$ cat src/rtl/wb_traffic_master_if.sv
// Wishbone classic-cycle bundle between the traffic master and its slave.
// Signal names and _i/_o suffixes are from the master's point of view.
interface wb_traffic_master_if #(
  parameter int unsigned DATA_WIDTH = 16,
  parameter int unsigned ADDR_WIDTH = 16
) ();
  logic                  cyc_o;
  logic                  stb_o;
  logic                  we_o;
  logic [ADDR_WIDTH-1:0] adr_o;
  logic [DATA_WIDTH-1:0] dat_o;
  logic [DATA_WIDTH-1:0] dat_i;
  logic                  ack_i;
  logic                  err_i;

  modport master (
    output cyc_o, stb_o, we_o, adr_o, dat_o,
    input  dat_i, ack_i, err_i
  );

  modport slave (
    input  cyc_o, stb_o, we_o, adr_o, dat_o,
    output dat_i, ack_i, err_i
  );
endinterface

$ cat src/rtl/wb_traffic_master.sv
// Wishbone classic-cycle test master: writes DATA_COUNT generated words, reads them back and
// counts read mismatches and bus errors. Outputs are registered by the single FSM block.
// Optional ack watchdog: define WB_MASTER_TIMEOUT_EN to abort transfers after TIMEOUT_CYC
// wait cycles, counted as bus errors.
module wb_traffic_master #(
  parameter int unsigned BASE_ADDRESS = 0,
  parameter int unsigned DATA_WIDTH   = 16,
  parameter int unsigned ADDR_WIDTH   = 16,
  parameter int unsigned DATA_COUNT   = 16,
  parameter int unsigned AU_IN_DATA   = 1,
  parameter int unsigned PATTERN_SEED = 'h1234,
  parameter int unsigned PATTERN_STEP = 'h1111,
  parameter int unsigned ERR_WIDTH    = 8,
  parameter int unsigned TIMEOUT_CYC  = 64
) (
  input  logic                 clk,
  input  logic                 rst,
  input  logic                 start_i,
  input  logic                 mode_i,
  output logic                 busy_o,
  output logic                 done_o,
  output logic [ERR_WIDTH-1:0] mism_cnt_o,
  output logic [ERR_WIDTH-1:0] berr_cnt_o,
  wb_traffic_master_if.master  wb
);

  localparam int unsigned IdxW = $clog2(DATA_COUNT);

  if (DATA_COUNT < 2 || DATA_COUNT > 65536) begin : g_bad_count
    $error("DATA_COUNT must be in 2..65536");
  end
  if (TIMEOUT_CYC < 1) begin : g_bad_timeout
    $error("TIMEOUT_CYC must be at least 1");
  end

  typedef enum logic [2:0] {StIdle, StWrReq, StWrWait, StRdReq, StRdWait} state_e;

  state_e                 state_q;
  logic [IdxW-1:0]        idx_q;
  logic                   mode_q, start_q, busy_q, done_q;
  logic                   cyc_q, stb_q, we_q;
  logic [ADDR_WIDTH-1:0]  adr_q;
  logic [DATA_WIDTH-1:0]  dat_q;
  logic [ERR_WIDTH-1:0]   mism_q, berr_q;

  logic [ADDR_WIDTH-1:0]  adr_cur;
  logic [DATA_WIDTH-1:0]  pat_cur;
  logic                   last, start_fall, timeout, bus_err, term;

  function automatic logic [ERR_WIDTH-1:0] sat_inc(input logic [ERR_WIDTH-1:0] v);
    return (&v) ? v : v + 1'b1;
  endfunction

  // Address, pattern and termination decode for the current word index.
  always_comb begin
    adr_cur    = ADDR_WIDTH'(BASE_ADDRESS + 32'(idx_q) * AU_IN_DATA);
    pat_cur    = DATA_WIDTH'(PATTERN_SEED) + DATA_WIDTH'(idx_q) * DATA_WIDTH'(PATTERN_STEP);
    last       = (idx_q == IdxW'(DATA_COUNT - 1));
    start_fall = start_q & ~start_i;
    bus_err    = wb.err_i | timeout;
    term       = wb.ack_i | bus_err;
  end

`ifdef WB_MASTER_TIMEOUT_EN
  localparam int unsigned ToW = $clog2(TIMEOUT_CYC + 1);
  logic [ToW-1:0] to_cnt_q;
  logic           in_wait;

  assign in_wait = (state_q == StWrWait) || (state_q == StRdWait);
  // Abort on the TIMEOUT_CYC-th wait cycle that sees neither ack nor err.
  assign timeout = in_wait && !wb.ack_i && !wb.err_i && (to_cnt_q == ToW'(TIMEOUT_CYC - 1));

  // Watchdog: cleared by each request, advances every wait cycle.
  always_ff @(posedge clk or posedge rst) begin
    if (rst) begin
      to_cnt_q <= '0;
    end else if (state_q == StWrReq || state_q == StRdReq) begin
      to_cnt_q <= '0;
    end else if (in_wait) begin
      to_cnt_q <= to_cnt_q + 1'b1;
    end
  end
`else
  assign timeout = 1'b0;
`endif

  // Run sequencer with registered bus and status outputs.
  always_ff @(posedge clk or posedge rst) begin
    if (rst) begin
      state_q <= StIdle;
      idx_q   <= '0;
      mode_q  <= 1'b0;
      start_q <= 1'b0;
      busy_q  <= 1'b0;
      done_q  <= 1'b0;
      cyc_q   <= 1'b0;
      stb_q   <= 1'b0;
      we_q    <= 1'b0;
      adr_q   <= '0;
      dat_q   <= '0;
      mism_q  <= '0;
      berr_q  <= '0;
    end else begin
      start_q <= start_i;
      unique case (state_q)
        StIdle: begin
          if (start_fall) begin
            mode_q  <= mode_i;
            idx_q   <= '0;
            mism_q  <= '0;
            berr_q  <= '0;
            done_q  <= 1'b0;
            busy_q  <= 1'b1;
            state_q <= StWrReq;
          end
        end
        StWrReq: begin
          cyc_q   <= 1'b1;
          stb_q   <= 1'b1;
          we_q    <= 1'b1;
          adr_q   <= adr_cur;
          dat_q   <= pat_cur;
          state_q <= StWrWait;
        end
        StRdReq: begin
          cyc_q   <= 1'b1;
          stb_q   <= 1'b1;
          we_q    <= 1'b0;
          adr_q   <= adr_cur;
          state_q <= StRdWait;
        end
        StWrWait: begin
          if (term) begin
            cyc_q <= 1'b0;
            stb_q <= 1'b0;
            we_q  <= 1'b0;
            if (bus_err) berr_q <= sat_inc(berr_q);
            if (!mode_q) begin
              state_q <= StRdReq;
            end else if (last) begin
              idx_q   <= '0;
              state_q <= StRdReq;
            end else begin
              idx_q   <= idx_q + 1'b1;
              state_q <= StWrReq;
            end
          end
        end
        StRdWait: begin
          if (term) begin
            cyc_q <= 1'b0;
            stb_q <= 1'b0;
            we_q  <= 1'b0;
            // An err termination wins over ack; its read data is not trusted.
            if (bus_err) begin
              berr_q <= sat_inc(berr_q);
            end else if (wb.dat_i != pat_cur) begin
              mism_q <= sat_inc(mism_q);
            end
            if (last) begin
              busy_q  <= 1'b0;
              done_q  <= 1'b1;
              state_q <= StIdle;
            end else begin
              idx_q   <= idx_q + 1'b1;
              state_q <= mode_q ? StRdReq : StWrReq;
            end
          end
        end
        default: state_q <= StIdle;
      endcase
    end
  end

  assign wb.cyc_o   = cyc_q;
  assign wb.stb_o   = stb_q;
  assign wb.we_o    = we_q;
  assign wb.adr_o   = adr_q;
  assign wb.dat_o   = dat_q;
  assign busy_o     = busy_q;
  assign done_o     = done_q;
  assign mism_cnt_o = mism_q;
  assign berr_cnt_o = berr_q;

endmodule

$ cat src/flat_wrapper.sv
// flat-port wrapper written by rule: the top's interface ports become plain ports
module wb_traffic_master_flat 
#(
  parameter int unsigned BASE_ADDRESS = 0,
  parameter int unsigned DATA_WIDTH   = 16,
  parameter int unsigned ADDR_WIDTH   = 16,
  parameter int unsigned DATA_COUNT   = 16,
  parameter int unsigned AU_IN_DATA   = 1,
  parameter int unsigned PATTERN_SEED = 'h1234,
  parameter int unsigned PATTERN_STEP = 'h1111,
  parameter int unsigned ERR_WIDTH    = 8,
  parameter int unsigned TIMEOUT_CYC  = 64
)
  (clk, rst, start_i, mode_i, busy_o, done_o, mism_cnt_o, berr_cnt_o, wb_cyc_o, wb_stb_o, wb_we_o, wb_adr_o, wb_dat_o, wb_dat_i, wb_ack_i, wb_err_i);
  wb_traffic_master_if #(.DATA_WIDTH(DATA_WIDTH), .ADDR_WIDTH(ADDR_WIDTH)) wb_i ();
  input  logic clk;
  input  logic rst;
  input  logic start_i;
  input  logic mode_i;
  output logic busy_o;
  output logic done_o;
  output logic [ERR_WIDTH-1:0] mism_cnt_o;
  output logic [ERR_WIDTH-1:0] berr_cnt_o;
  output wire logic [$bits(wb_i.cyc_o)-1:0] wb_cyc_o;
  output wire logic [$bits(wb_i.stb_o)-1:0] wb_stb_o;
  output wire logic [$bits(wb_i.we_o)-1:0] wb_we_o;
  output wire logic [$bits(wb_i.adr_o)-1:0] wb_adr_o;
  output wire logic [$bits(wb_i.dat_o)-1:0] wb_dat_o;
  input wire logic [$bits(wb_i.dat_i)-1:0] wb_dat_i;
  input wire logic [$bits(wb_i.ack_i)-1:0] wb_ack_i;
  input wire logic [$bits(wb_i.err_i)-1:0] wb_err_i;
  assign wb_cyc_o = wb_i.cyc_o;
  assign wb_stb_o = wb_i.stb_o;
  assign wb_we_o = wb_i.we_o;
  assign wb_adr_o = wb_i.adr_o;
  assign wb_dat_o = wb_i.dat_o;
  assign wb_i.dat_i = wb_dat_i;
  assign wb_i.ack_i = wb_ack_i;
  assign wb_i.err_i = wb_err_i;
  wb_traffic_master #(.BASE_ADDRESS(BASE_ADDRESS), .DATA_WIDTH(DATA_WIDTH), .ADDR_WIDTH(ADDR_WIDTH), .DATA_COUNT(DATA_COUNT), .AU_IN_DATA(AU_IN_DATA), .PATTERN_SEED(PATTERN_SEED), .PATTERN_STEP(PATTERN_STEP), .ERR_WIDTH(ERR_WIDTH), .TIMEOUT_CYC(TIMEOUT_CYC)) u_core (.clk(clk), .rst(rst), .start_i(start_i), .mode_i(mode_i), .busy_o(busy_o), .done_o(done_o), .mism_cnt_o(mism_cnt_o), .berr_cnt_o(berr_cnt_o), .wb(wb_i));
endmodule
$ cat config.mk
export PLATFORM = sky130hd
export DESIGN_NAME = wb_traffic_master_flat
export DESIGN_NICKNAME = d
export VERILOG_FILES = /design/src/rtl/wb_traffic_master_if.sv /design/src/rtl/wb_traffic_master.sv /design/src/flat_wrapper.sv
export SDC_FILE = /design/constraint.sdc
export NUM_CORES = 1
export LEC_CHECK = 0
export BUFFER_PORTS_ARGS = -buffer_cell sky130_fd_sc_hd__buf_2
export CORE_AREA = 2 2 104 106
export DETAILED_ROUTE_END_ITERATION = 7
export DIE_AREA = 0 0 106 108
export GPL_TIMING_DRIVEN = 0
export PLACE_DENSITY = 0.56
export SETUP_SLACK_MARGIN = 0.05
export SYNTH_ARGS = -nofsm -noshare
export SYNTH_HDL_FRONTEND = slang
export SYNTH_SLANG_ARGS = --single-unit
export TNS_END_PERCENT = 100
$ cat constraint.sdc
create_clock -name clk -period 5.5 [get_ports clk]
set_input_delay 0.55 -clock clk [delete_from_list [all_inputs] [get_ports clk]]
set_output_delay 0.55 -clock clk [all_outputs]
set_load 0.01 [all_outputs]
After elaboration in Yosys (flattened, before gate mapping) --
Index checks and enable logic that the tools add are counted.
Operators by class: order comparisons 0, bitwise logic cells 3, $mul 1, equal/unequal tests 18, muxes and demuxes 36, add/sub/neg operators 4, div/mod/pow operators 0, reduce and logical (&&, ||, !) cells 18, shift operators 0
Operator list (count):
- 8-bit 2-to-1 mux | 8
- 8-bit one-hot mux with 2 select lines | 2
- 4-bit 2-to-1 mux | 6
- 13-bit by 16-bit adder with 16-bit output, first input constant | 1
- 8-bit by 1-bit adder with 8-bit output, second input constant | 2
- 4-bit by 13-bit multiplier with 16-bit output, second input constant | 1
- 16-bit != test | 1
- 2-bit by 1-bit != test with 1-bit output, second input constant | 8
- 8-bit AND reduction | 2
- 3-bit 2-to-1 mux | 5
- 3-bit one-hot mux with 5 select lines | 1
- 4-bit one-hot mux with 3 select lines | 1
- 6-bit AND reduction | 2
- 2-bit != test, second input constant | 4
- 1-bit 2-to-1 mux | 7
- 3-bit by 2-bit == test with 1-bit output, second input constant | 2
- 1-bit one-hot mux with 2 select lines | 3
- 2-bit AND reduction | 3
- 2-bit nonzero test | 3
- 3-bit nonzero test | 2
- 5-bit AND reduction | 1
- 4-bit by 1-bit adder with 4-bit output, second input constant | 1
- 4-bit == test, second input constant | 1
- 2-bit 2-to-1 mux | 2
- other kinds (10) | 11
Word-level totals: bits in read-only memories 0, memory bits (writable) 0, bits in latches 0, flip-flop bits (word level) 49, output and inout bits 53, bits of input ports 22, memories 0, logic and storage cells 92

Logic depth before layout (Yosys ltp) --
Gate-level depths: netlist of the first run.
depth in word-level cells 7, gate-level depth with buffers 15, mapped depth without buffers 13

Least setup slack after synthesis of the first run --
No wires, ideal clock.
path type flip-flop to flip-flop, start point reg u_core.idx_q[0], end point reg u_core.mism_q[1], in the netlist u_core.mism_cnt_o[1], data arrival time 3577 ps, setup time 131 ps, clock period less this slack 3709 ps, setup slack 1791 ps, stages on the path, launching flop included 15, path through dfrtp_1 buf_1 inv_1 ha_1 inv_1 ha_1 ha_1 xor2_1 or4_1 nor4_1 nand4_1 or4b_1 buf_2 and4_4 or3_1
Between the ends: word-level cells in the longest chain between the ends 5
Ends and longest elaborated chain:
- start, declared | line wb_traffic_master.sv:39 | logic [IdxW-1:0] idx_q;
- start signal, assigned | line wb_traffic_master.sv:144 | idx_q <= idx_q + 1'b1;
- start signal, assigned | line wb_traffic_master.sv:165 | idx_q <= idx_q + 1'b1;
- 4-bit by 13-bit multiplier with 16-bit output | line wb_traffic_master.sv:57 | pat_cur = DATA_WIDTH'(PATTERN_SEED) + DATA_WIDTH'(idx_q) * DATA_WIDTH'(PATTERN_STEP);
- 13-bit by 16-bit adder with 16-bit output | line wb_traffic_master.sv:57
- via u_core.pat_cur[6] | line wb_traffic_master.sv:47 | logic [DATA_WIDTH-1:0] pat_cur;
- 16-bit != test | line wb_traffic_master.sv:157 | end else if (wb.dat_i != pat_cur) begin
- 2-bit by 1-bit != test with 1-bit output (no source line)
- 6-bit AND reduction (no source line)
- end signal, assigned | line wb_traffic_master.sv:158 | mism_q <= sat_inc(mism_q);
- end, declared | line wb_traffic_master.sv:44 | logic [ERR_WIDTH-1:0] mism_q, berr_q;
The timed path passes the listed nets, and every way through them passes these cells. A chain may end at the register's enable or synchronous reset.

Worst setup path after layout of the first run --
Same ends and word-level chain as after synthesis.

==> results of run 1 <==
==> worst max path at each step <==
stage | cells after the start | to | slack [ps]
floorplan | 14 | u_core.mism_cnt_o[1] | 1790
global placement | 14 | u_core.mism_cnt_o[1] | 1060
detailed placement | 14 | u_core.mism_cnt_o[1] | 1030
CTS | 14 | u_core.mism_cnt_o[1] | 1030
global route | 14 | u_core.mism_cnt_o[1] | 810
finish | 14 | u_core.mism_cnt_o[1] | 1030
==> Yosys cell counts (all sizes together), types with 2 or more instances <==
| cell type | instances |
|---|---|
| nand2 | 58 |
| dfrtp | 49 |
| nor2 | 27 |
| o21ai | 27 |
| buf | 16 |
| ha | 15 |
| xnor2 | 12 |
| inv | 11 |
| xor2 | 11 |
| a21oi | 10 |
| nand4 | 10 |
| clkbuf | 9 |
| nand3 | 7 |
| nor3 | 7 |
| and3 | 6 |
| a21o | 5 |
| a31oi | 5 |
| nand2b | 5 |
| and2 | 4 |
| nor4 | 4 |
| a31o | 3 |
| nor2b | 3 |
| o211ai | 3 |
| o22ai | 3 |
| a22o | 2 |
| a22oi | 2 |
| mux2 | 2 |
| nand3b | 2 |
| o221ai | 2 |
| o31ai | 2 |
| or2 | 2 |
| or4 | 2 |
| or4b | 2 |
| xnor3 | 2 |
==> cell usage in the layout (no fill, tap or decap), types with 11 or more instances in the layout <==
| cell | n |
|---|---|
| buf_4 | 13 |
| nand2_1 | 58 |
| xnor2_1 | 12 |
| conb_1 | 12 |
| buf_2 | 64 |
| o21ai_0 | 11 |
| dfrtp_1 | 49 |
| nor2_1 | 27 |
| o21ai_1 | 16 |
| ha_1 | 15 |
| xor2_1 | 11 |
==> state kept, by name, summed over array words and instances, names as in the netlist <==
register	flops
u_core.wb.cyc_o	1
u_core.wb.adr_o	4
u_core.done_o	1
u_core.mode_q	1
u_core.state_q	3
u_core.wb.we_o	1
u_core.busy_o	1
u_core.start_q	1
u_core.berr_cnt_o	8
u_core.mism_cnt_o	8
u_core.wb.dat_o	16
u_core.idx_q	4
==> worst register-to-register path, stage by stage, from the launching register on <==
cell	delay, ps
dfrtp_1	500
buf_1	420
inv_1	250
ha_1	250
inv_1	50
ha_1	220
ha_1	280
xor2_1	160
or4_1	400
nor4_1	390
nand4_1	140
or4b_1	560
buf_2	180
and4_4	180
or3_1	370
==> through the flow <==
step,setup WS [ps],instances
after floorplan,1790,358
final,1030,565
after detailed placement,1030,557
after global placement,1060,556
after CTS,1030,565
after global routing,810,565
==> power groups by stage <==
stage | clock (mW) | combinational [mW] | sequential (mW)
global placement | 0 | 0.616 | 0.538
global route | 0.296 | 0.703 | 0.548
detailed placement | 0 | 0.626 | 0.541
CTS | 0.289 | 0.628 | 0.535
finish | 0.273 | 0.622 | 0.535
floorplan | 0 | 0.391 | 0.561
==> area by class of cell <==
class / instances / area [um2] / area share
Multi-Input combinational cell: 273 / 1690 / 0.454
Sequential cell: 49 / 1230 / 0.330
Timing Repair Buffer: 63 / 330 / 0.0889
Tap cell: 136 / 170 / 0.0458
Buffer: 25 / 145 / 0.0391
Clock buffer: 7 / 86.3 / 0.0232
Inverter: 11 / 41.3 / 0.0111
Clock inverter: 1 / 30.0 / 0.00808
==> layer usage <==
layer  track usage  wire length, um  up-vias
met2         0.235             3750       64
met1         0.184             3610     1293
li1              -                -     1358
met3        0.0289              366        5
met5             0                0        -
met4        0.0414               86        0
==> cells by family (layout without fill, tap and decap cells) <==
| logic type | count (synthesis) | after routing | synth area share |
|---|---|---|---|
| XOR/XNOR | 25 | 25 | 0.0806 |
| other | 1 | 12 | 0.00123 |
| buffers and inverters | 36 | 107 | 0.0610 |
| adder cells (fa/ha/maj) | 16 | 16 | 0.0646 |
| AND/OR/NAND/NOR | 146 | 146 | 0.233 |
| multiplexers | 3 | 3 | 0.0106 |
| flip-flops | 49 | 49 | 0.401 |
| AO/OA/AOI/OAI | 71 | 71 | 0.148 |
==> flow_summary.ini, run 1 <==
[status]
outcome = finished clean

[timing]
clock_skew_ps = 6.26
worstMarginPinSlew_ps = 673
fin_tns_setup_ps = 0
slew_violations = 0
min_period_over_period = 0.812
finalSetupViolCount = 0
whs_ps = 215
min_period_ps = 4470
slew_headroom = 0.549
rsz0062_at_grt = no
max_freq_ghz = 0.224
hold_violations = 0

[clock_network]
cts.reportedPaths.clkPinSlew_ps = 90
cts_hold_buffers = 0
h-tree-depth = 2
clockRootBuffer = clkbuf_8
cts.sinks = 49
postCtsSetupBuffers = 0
ctsResizeCount = 0
cts_buffers = 5
clockBufferDepth = 2
clock_latency_ps = 310
cts_tree = done

[setup_path]
regToRegSetupSlack_ps = 1030
required_ps = 5690
rr_startpoint = u_core.idx_q[0]
crit_path_start_kind = flip-flop
worst-setup-path-type = reg2reg
crit_family = simple AND/OR/NAND/NOR gates
cpPeakStageDelay_ps = 560
r2r_end = u_core.mism_cnt_o[1]
path_buf_inv = 4
crit_path_start = u_core.idx_q[0]
critical_path.slowest_cell = or4b_1
cp_common_cell = ha_1
endpoint_kind = flip-flop
arrival_ps = 4660
r2r_cells = 14
path_cells = buf_1 > inv_1 > ha_1 > inv_1 > ha_1 > ha_1 > xor2_1 > or4_1 > nor4_1 > nand4_1 > or4b_1 > buf_2 > and4_4 > or3_1
path_max_fanout = 10

[global_route]
grt_pass1_vias = 2595
grt_start_max_net_pins = 35
overflow = 0
grt_pass1_wl_um = 12800
grtUsageTotal = 0.140
antenna_found_initial = 0

[power]
p_sw_uw = 583
p_clk_frac = 0.191
peakVddDrop_mv = 0.121
powerDensity_nw_per_um2 = 385
pwr-share-comb = 0.435
p_seq_frac = 0.374
p_int_uw = 846
p_total_mw = 1.43
p_sw_frac = 0.408
p_leak_nw = 1.87

[drt]
wire_per_inst_um = 13.8
drt_iter0_markers = 74
dr.pass1.iters = 4
route.detailed.drc = 0
vias = 2720
drt_wl_total_um = 7810
viasPerCell = 4.81
ant_nets = 0

[synthesis]
synthFlopType = dfrtp_1
synth_edf_count = 0
synth.top_cell.area_share = 0.401
synth-async-reset-ratio = 1.00
yosysWarnings = 0
netlist_top_cells_area = dfrtp_1 (40%), nand2_1 (7.1%), ha_1 (6.1%)
ys_seq_area_frac = 0.401
synth_seq_cells = 49
avgSynthCellArea_um2 = 8.81
synthCells = 347
syn-cell-area_um2 = 3060
netlist-cell-type-count = 56
synth_top_area_cell = dfrtp_1

[die]
io_pins = 75
die-area_um2 = 11400
start_util = 0.299
dieHeight_um = 108
rows = 37
die_w_um = 106
coreArea_um2 = 10200

[place]
io_buffers = 62
dpl-instance-area_um2 = 3600
gp_congestion = 0.841
hpwl_um = 5850

[layout]
area_growth_pct = 21.5
n_fill_cell = 1055
final_area_um2 = 3720
nets = 465
postLayoutCoreUtil = 0.363
drive_above_1_share = 0.207
n_antenna_cell = 0

[run]
drv_cap = 0

[worst_hold_path]
hp-class = in2async
(Power assumes the default switching activity.)
==> inputs of run 2 (changes only) <==
==> constraint.sdc (replaced) <==
create_clock -name clk -period 4.45 [get_ports clk]
set_input_delay 0.445 -clock clk [delete_from_list [all_inputs] [get_ports clk]]
set_output_delay 0.445 -clock clk [all_outputs]
set_load 0.01 [all_outputs]
==> flow_summary.ini, run 2 (synthesized netlist as in run 1, its figures left out) <==
[status]
outcome = finished clean

[timing]
slew_headroom = 0.545
hold_violations = 0
min_period_over_period = 0.939
finalSetupViolCount = 0
clock_skew_ps = 11.0
max_freq_ghz = 0.239
whs_ps = 104
worstMarginPinSlew_ps = 680
rsz0062_at_grt = no
min_period_ps = 4180
slew_violations = 0

[layout]
postLayoutCoreUtil = 0.364
seq_area_um2 = 1230
n_antenna_cell = 0
stdcell_count = 565
final_common_cell = buf_2
multi_input_area_um2 = 1690
n_fill_cell = 1054
layout_common_cells = buf_2 (64), nand2_1 (58), dfrtp_1 (49)
final_area_um2 = 3720
nets = 465
largest_reg_flops = 16
area_growth_pct = 21.6
drive_above_1_share = 0.210

[die]
io_pins = 75
die-area_um2 = 11400
rows = 37
coreArea_um2 = 10200
start_util = 0.299
die_w_um = 106
dieHeight_um = 108

[power]
peakVddDrop_mv = 0.150
p_total_mw = 1.77
powerDensity_nw_per_um2 = 476
p_leak_nw = 1.88

[drt]
viasPerCell = 4.82
ant_nets = 0
drt_wl_total_um = 7810
route.detailed.drc = 0
wire_per_inst_um = 13.8
vias = 2722
dr.pass1.iters = 4
drt_iter0_markers = 74

[setup_path]
cpPeakStageDelay_ps = 560
cp_common_cell = ha_1
r2r_end = u_core.mism_cnt_o[1]
path_buf_inv = 4
r2r_cells = 14
crit_path_start_kind = flip-flop
rr_startpoint = u_core.idx_q[0]
path_max_fanout = 10
regToRegSetupSlack_ps = 270
path_cells = clkbuf_4 > inv_1 > ha_1 > inv_1 > ha_1 > ha_1 > xor2_1 > or4_1 > nor4_1 > nand4_1 > or4b_1 > buf_2 > and4_4 > or3_1
required_ps = 4650
worst-setup-path-type = reg2reg
arrival_ps = 4370
critical_path.slowest_cell = or4b_1
crit_family = simple AND/OR/NAND/NOR gates
endpoint_kind = flip-flop

[clock_network]
postCtsSetupBuffers = 0
clockBufferDepth = 2
cts.sinks = 49
cts_tree = done
clock_latency_ps = 310
clockRootBuffer = clkbuf_8
h-tree-depth = 2
cts.reportedPaths.clkPinSlew_ps = 100
cts_hold_buffers = 0
cts_buffers = 5

[place]
gp_congestion = 0.841
dpl-instance-area_um2 = 3600
hpwl_um = 5850
io_buffers = 62
placed_cells = 557

[global_route]
overflow = 0
grt_pass1_vias = 2595
antenna_found_initial = 0
grtUsageTotal = 0.140
grt_pass1_wl_um = 12800
grt_start_max_net_pins = 35

[worst_hold_path]
hp-class = in2async

[run]
drv_cap = 0
run 2: cell count changes in the layout (fill, tap and decap cells not counted):
cell,delta
buf_1,-1
clkbuf_4,+1
run 2: final cells by class:
type | instances | share of cell area
Multi-Input combinational cell | 273 | 0.453
Clock buffer | 7 | 0.0232
Tap cell | 136 | 0.0457
Sequential cell | 49 | 0.330
Clock inverter | 1 | 0.00807
Buffer | 25 | 0.0400
Inverter | 11 | 0.0111
Timing Repair Buffer | 63 | 0.0888
run 2: metrics by stage:
stage	worst slack (ps)	setup TNS, ps
6_report	272	0
5_1_grt	77.8	0
4_1_cts	221	0
3_5_place_dp	-16.9	-16.9
2_1_floorplan	741	0
3_3_place_gp	13.7	0
run 2: how the worst max path moves through the flow:
stage	cells after the start	endpoint	slack (ps)	from
detailed placement	14	u_core.mism_cnt_o[1]	-20	u_core.idx_q[0]
global placement	14	u_core.mism_cnt_o[1]	10	u_core.idx_q[0]
floorplan	14	u_core.mism_cnt_o[1]	740	u_core.idx_q[0]
global route	12	u_core.mism_cnt_o[1]	80	u_core.idx_q[1]
CTS	14	u_core.mism_cnt_o[1]	220	u_core.idx_q[0]
finish	14	u_core.mism_cnt_o[1]	270	u_core.idx_q[0]
run 2: layer usage:
metal / share of wire / wire [um] / vias up / track usage
met2: 0.48 / 3740 / 66 / 0.235
met3: 0.047 / 369 / 5 / 0.0289
met4: 0.011 / 86 / 0 / 0.0414
met1: 0.46 / 3620 / 1293 / 0.184
met5: 0 / 0 / - / 0
li1: - / - / 1358 / -
run 2: power by group:
part	total (mW)	switching [mW]	internal [mW]
logic	0.770	0.469	0.302
registers	0.661	0.0983	0.562
clock network	0.340	0.156	0.184
total	1.77	0.724	1.05
run 2: worst reg2reg max path: stages (launching register included):
cell and delay (ps):
dfrtp_1 500, clkbuf_4 270, inv_1 150, ha_1 220
inv_1 50, ha_1 220, ha_1 280, xor2_1 160
or4_1 400, nor4_1 390, nand4_1 140, or4b_1 560
buf_2 180, and4_4 180, or3_1 370
run 2: repair_timing:
action,4_1_cts,5_1_grt
gates cloned,0,0
hold endpoints to repair,0,0
setup endpoints to repair,1,1
gates resized for setup,1,1
